## src/rtl/ll_pkg.sv

```systemverilog
// Shared types and helpers for the free-pointer pool.
package ll_pkg;

  typedef enum logic {
    INIT = 1'b0,
    RUN  = 1'b1
  } ll_state_t;

  typedef struct packed {
    logic overflow;
    logic underflow;
    logic range;
    logic double_free;
  } ll_err_t;

  function automatic logic ptr_in_range(input int unsigned ptr,
                                        input int unsigned base,
                                        input int unsigned num);
    return (ptr >= base) && (ptr < base + num);
  endfunction

endpackage

```

## src/rtl/ll_ptr_ring.sv

```systemverilog
// Circular pointer store with show-ahead head, occupancy count and
// non-power-of-two index wrap.
module ll_ptr_ring
  import ll_pkg::*;
#(
  parameter int A_WIDTH = 8,
  parameter int DEPTH   = 256
) (
  input  logic               clk_i,
  input  logic               rst_i,
  input  logic               push_i,
  input  logic [A_WIDTH-1:0] push_ptr_i,
  input  logic               pop_i,
  output logic [A_WIDTH-1:0] head_o,
  output logic [A_WIDTH:0]   count_o
);

  localparam int IW = (DEPTH > 1) ? $clog2(DEPTH) : 1;
  localparam logic [IW-1:0] LAST = IW'(DEPTH - 1);

  logic [A_WIDTH-1:0] mem [DEPTH];
  logic [IW-1:0]      rd_idx, wr_idx;

  function automatic logic [IW-1:0] nxt(input logic [IW-1:0] i);
    return (i == LAST) ? '0 : i + 1'b1;
  endfunction

  always_ff @(posedge clk_i or posedge rst_i) begin
    if (rst_i) begin
      rd_idx  <= '0;
      wr_idx  <= '0;
      count_o <= '0;
    end else begin
      if (push_i) wr_idx <= nxt(wr_idx);
      if (pop_i)  rd_idx <= nxt(rd_idx);
      case ({push_i, pop_i})
        2'b10:   count_o <= count_o + 1'b1;
        2'b01:   count_o <= count_o - 1'b1;
        default: count_o <= count_o;
      endcase
    end
  end

  // Storage needs no reset; the head is only consumed when count is non-zero.
  always_ff @(posedge clk_i) begin
    if (push_i) mem[wr_idx] <= push_ptr_i;
  end

  assign head_o = mem[rd_idx];

endmodule

```

## src/rtl/ll_free_ptr_pool.sv

```systemverilog
// Free-pointer allocator: self-init FSM, range/overflow/underflow checks, sticky errors.
// Optional macro LL_DOUBLE_FREE_CHK_EN adds an in-pool bitmap for double-free detection.
module ll_free_ptr_pool
  import ll_pkg::*;
#(
  parameter int A_WIDTH  = 8,
  parameter int PTR_NUM  = 2**A_WIDTH,
  parameter int PTR_BASE = 0
) (
  input  logic               clk_i,
  input  logic               rst_i,
  input  logic [A_WIDTH-1:0] free_ptr_i,
  input  logic               free_en_i,
  input  logic               alloc_ack_i,
  output logic [A_WIDTH-1:0] alloc_ptr_o,
  output logic               alloc_val_o,
  output logic               init_done_o,
  output logic [A_WIDTH:0]   free_cnt_o,
  output logic               err_overflow_o,
  output logic               err_underflow_o,
  output logic               err_range_o,
  output logic               err_double_free_o,
  input  logic               err_clr_i
);

  localparam logic [A_WIDTH-1:0] BASE_W = A_WIDTH'(PTR_BASE);
  localparam logic [A_WIDTH-1:0] LAST_I = A_WIDTH'(PTR_NUM - 1);
  localparam logic [A_WIDTH:0]   FULL   = (A_WIDTH+1)'(PTR_NUM);

  ll_state_t          state_q, state_d;
  logic [A_WIDTH-1:0] init_cnt_q, head, push_ptr;
  logic [A_WIDTH:0]   cnt;
  logic               push, pop, in_rng, full, dbl;
  ll_err_t            err_q, err_set;

  ll_ptr_ring #(.A_WIDTH(A_WIDTH), .DEPTH(PTR_NUM)) u_ring (
    .clk_i      (clk_i),
    .rst_i      (rst_i),
    .push_i     (push),
    .push_ptr_i (push_ptr),
    .pop_i      (pop),
    .head_o     (head),
    .count_o    (cnt)
  );

  assign in_rng      = ptr_in_range(32'(free_ptr_i), PTR_BASE, PTR_NUM);
  assign full        = (cnt == FULL);
  assign init_done_o = (state_q == RUN);
  assign alloc_val_o = (state_q == RUN) && (cnt != '0);
  assign alloc_ptr_o = alloc_val_o ? head : '0;
  assign free_cnt_o  = cnt;
  assign pop         = alloc_ack_i && alloc_val_o;

`ifdef LL_DOUBLE_FREE_CHK_EN
  logic [PTR_NUM-1:0] in_pool_q, free_hit, head_hit, push_hit;

  always_comb begin
    free_hit = '0;
    head_hit = '0;
    push_hit = '0;
    for (int k = 0; k < PTR_NUM; k++) begin
      free_hit[k] = (free_ptr_i == BASE_W + A_WIDTH'(k));
      head_hit[k] = (head       == BASE_W + A_WIDTH'(k));
      push_hit[k] = (push_ptr   == BASE_W + A_WIDTH'(k));
    end
  end

  // Returning the pointer being acked in the same cycle is a legal recycle.
  assign dbl = |(in_pool_q & free_hit) && !(pop && (head == free_ptr_i));

  always_ff @(posedge clk_i or posedge rst_i) begin
    if (rst_i) in_pool_q <= '0;
    else       in_pool_q <= (in_pool_q & ~(pop ? head_hit : '0)) | (push ? push_hit : '0);
  end
`else
  assign dbl = 1'b0;
`endif

  always_ff @(posedge clk_i or posedge rst_i) begin
    if (rst_i) begin
      state_q    <= INIT;
      init_cnt_q <= '0;
      err_q      <= '0;
    end else begin
      state_q <= state_d;
      if (state_q == INIT) init_cnt_q <= init_cnt_q + 1'b1;
      err_q <= err_clr_i ? '0 : (err_q | err_set);
    end
  end

  always_comb begin
    state_d           = state_q;
    push              = 1'b0;
    push_ptr          = free_ptr_i;
    err_set           = '0;
    err_set.underflow = alloc_ack_i && !alloc_val_o;
    err_set.range     = free_en_i && !in_rng;
    if (state_q == INIT) begin
      push             = 1'b1;
      push_ptr         = BASE_W + init_cnt_q;
      err_set.overflow = free_en_i;
      if (init_cnt_q == LAST_I) state_d = RUN;
    end else if (free_en_i && in_rng) begin
      // A full pool still accepts a free when a pop vacates a slot this cycle.
      if (dbl)              err_set.double_free = 1'b1;
      else if (full && !pop) err_set.overflow   = 1'b1;
      else                   push               = 1'b1;
    end
  end

  assign err_overflow_o    = err_q.overflow;
  assign err_underflow_o   = err_q.underflow;
  assign err_range_o       = err_q.range;
  assign err_double_free_o = err_q.double_free;

endmodule

```

## config.mk

```make
export PLATFORM = sky130hd
export DESIGN_NAME = ll_free_ptr_pool
export DESIGN_NICKNAME = d
export VERILOG_FILES = /design/src/rtl/ll_pkg.sv /design/src/rtl/ll_ptr_ring.sv /design/src/rtl/ll_free_ptr_pool.sv
export SDC_FILE = /design/constraint.sdc
export NUM_CORES = 2
export LEC_CHECK = 0
export BUFFER_PORTS_ARGS = -buffer_cell sky130_fd_sc_hd__buf_2
export CAP_MARGIN = 20
export CORE_UTILIZATION = 40
export DETAILED_ROUTE_END_ITERATION = 6
export MAX_ROUTING_LAYER = met4
export SLEW_MARGIN = 20
export SYNTH_ARGS = -nofsm -noshare
export SYNTH_HDL_FRONTEND = slang
export SYNTH_HIERARCHICAL = 1
export SYNTH_SLANG_ARGS = --single-unit
export TNS_END_PERCENT = 20
```

## constraint.sdc

```tcl
create_clock -name clk_i -period 8.4 [get_ports clk_i]
set_input_delay 0.42 -clock clk_i [delete_from_list [all_inputs] [get_ports clk_i]]
set_output_delay 0.42 -clock clk_i [all_outputs]
set_load 0.01 [all_outputs]
```

==> impl_metrics.tcl <==
set metrics [dict create \
    htree_levels 4 \
    powerDensity_nw_per_um2 238 \
    cp_data_required_time_ns 7.98 \
    place_congestion 0.869 \
    cts_sinks 2084 \
    vias_per_cell 5.95 \
    stdcell_count 6884 \
    ir_worst_vdd_uv 190 \
    syn-cell-area_um2 81800 \
    final_cell_mix "edfxtp_1, mux4_2, nor2_1" \
    cts_tree "yes" \
    crit_path_end_kind "output port" \
    rsz0062_at_grt "false" \
    clk_path_buf_depth 3 \
    final.setup.tns_ns 0 \
    synth.area.mux_share 0.154 \
    synth_xor_xnor_area_share 0.00311 \
    synthArstFlopShare 0.0173 \
    synth_compound_area_frac 0.0301 \
    die_y_um 454 \
    layout_setup_ws_ns 2.36 \
    drt_iter0_drc 5166 \
    wire_per_inst_um 31.1 \
    cp-start-kind "flop" \
    layout-drive-gt1-share 0.225 \
    grt_max_degree 200 \
    synth_warnings 6 \
    grt_pass1_vias 40348 \
    hp-class "input pin to async pin" \
    regArea_um2 62400 \
    area_delta_synth_final_pct 12.4 \
    row_count 165 \
    synth_top_family_by_area "multiplexers" \
    dieArea_um2 206000 \
    fin_nets 4055 \
    start_util 0.403 \
    power.total_w 0.0219 \
    multi_input_area_um2 18200 \
    worstSetupPathType "flop to output port" \
    fill_cells 16919 \
    drtAntennaViolNets 0 \
    ys_seq_elements 2084 \
    ys.flop_type "edfxtp_1" \
    numCtsBuffers 210 \
    yosysSeqAreaShare 0.763 \
    dp.cells 6486 \
    utilization 0.453 \
    antenna_found_initial 4 \
    synth_edf_count 2048 \
    vias 40966 \
    slew_viol_final 0 \
    cp_max_fo 90 \
    tightest_slew_ns 1.22 \
    drc 0 \
    portBuffers 33 \
    arrival_ns 5.62 \
    clock-root-buffer "clkbuf_16" \
    clock_latency_ns 0.84 \
    grt_pass1_wl_um 304000 \
    avgSynthCellArea_um2 20.8 \
    layout_commonest_cell "edfxtp_1" \
    synth-simple-area-share 0.0304 \
    pre_cts_ws_ns 3.19 \
    fin_crit_sh 0.719 \
    synthCells 3940 \
    grt-ovfl-total 0 \
    final-setup-viol-count 0 \
    finalWirelength_um 214000 \
    cts_resized 0 \
    status "finished, final reports clean" \
    relSlewSlack 0.187 \
    core_um2 203000 \
    grt_util_all_layers 0.213 \
    period_minus_slack_ns 6.04 \
    fin_skew_ns 0.0398 \
    fp.dieW_um 454 \
    maxCapViolations 0 \
    clock.fmax_mhz 166 \
    firstDrtPassIters 7 \
    leakage_nw 27.6 \
    hold_violations 0 \
    ioPinCount 36 \
    hpwl_um 126000 \
    yosysUniqueCellTypes 74 \
    cts.clk_slew.worst_paths_ns 0.06 \
    synthAdderAreaFrac 0.00153 \
]
==> per-layer routing <==
metal	global-route usage	routed length, um	part of all wire
met1	0.292	87100	0.41
met2	0.328	102000	0.48
met3	0.0351	17600	0.082
met4	0.0650	6670	0.031
met5	-	0	0
==> through the flow <==
| step | instance area [um2] | hold WS, ns |
|---|---|---|
| after floorplan | 81800 | 0.272 |
| after global placement | 84900 | 0.452 |
| after detailed placement | 84900 | 0.454 |
| after CTS | 91900 | 0.118 |
| after global routing | 91900 | 0.207 |
| final | 91900 | 0.185 |
==> critical path, stage by stage (launching register included) <==
cell and delay, ns:
dfrtp_4 1.17, buf_12 0.49, mux4_2 0.40, mux2i_1 0.08, a221oi_1 0.85, a211oi_1 0.31
nor4_1 0.93, and3_1 0.28, buf_2 0.13
==> state kept, by name (all words and copies together), names as in the netlist <==
signal / count
err_overflow_o: 1
init_done_o: 1
u_ring/count_o: 9
err_underflow_o: 1
u_ring/mem: 2048
u_ring/rd_idx: 8
u_ring/wr_idx: 8
init_cnt_q: 8
==> final timing paths <==
check	slack (ns)	endpoint	cells past startpoint	startpoint
max	2.36	alloc_ptr_o[7]	8	u_ring/rd_idx[1]$_DFFE_PP0P_
min	0.18	init_cnt_q[4]$_DFFE_PP0N_	3	rst_i
max reg2reg	3.77	u_ring/mem[216][1]$_DFFE_PP_	8	init_done_o$_DFF_PP0_
min reg2reg	0.51	init_cnt_q[0]$_DFFE_PP0N_	1	init_cnt_q[0]$_DFFE_PP0N_
max in group asynchronous	7.69	u_ring/rd_idx[3]$_DFFE_PP0P_	4	rst_i
min in group clk_i	0.28	u_ring/rd_idx[4]$_DFFE_PP0P_	5	alloc_ack_i
==> power by group <==
| group | leakage (nW) | internal (W) | total (W) | switching (W) |
|---|---|---|---|---|
| clock | 3.37 | 0.00549 | 0.00942 | 0.00393 |
| sequential | 19.2 | 0.0115 | 0.0116 | 0.000105 |
| combinational | 4.99 | 0.000190 | 0.000912 | 0.000723 |
| total | 27.6 | 0.0171 | 0.0219 | 0.00476 |
==> cell usage after synthesis, types with 22 or more instances <==
cell / n / area [um2]
xnor2_1: 22 / 193
nand2_1: 91 / 342
mux4_2: 474 / 10700
a22oi_1: 102 / 766
a221oi_1: 39 / 342
mux2_2: 27 / 304
nand3_1: 42 / 210
mux2i_1: 165 / 1650
and2_1: 24 / 150
o21ai_0: 39 / 195
dfrtp_1: 36 / 901
a21oi_1: 59 / 295
buf_4: 57 / 428
buf_6: 25 / 282
edfxtp_1: 2048 / 61500
clkbuf_1: 94 / 353
nor2_1: 288 / 1080
buf_2: 49 / 245
==> what timing repair did <==
| item | in CTS | in global routing |
|---|---|---|
| hold endpoints to repair | 38 | 0 |
| buffers inserted | 0 | 0 |
| hold buffers | 5 | 0 |
==> final cells by class <==
class	count	area share
multi-input cells	1605	0.198
inverters	17	0.000721
clock buffers	257	0.0603
clock inverters	134	0.0152
well taps	2672	0.0364
flip-flops and latches	2084	0.679
diodes	1	0.0000272
repair buffers	114	0.0108
==> kinds of logic after synthesis <==
| kind of cell | Yosys count |
|---|---|
| AOI/OAI and AO/OA | 347 |
| xor gates and xnor gates | 29 |
| adders and majority gates | 10 |
| buffers and inverters | 252 |
| DFF | 2084 |
| muxes | 666 |
| other | 1 |
| and+or+nand+nor | 551 |
No activity file was read; power rests on OpenSTA's default activity.
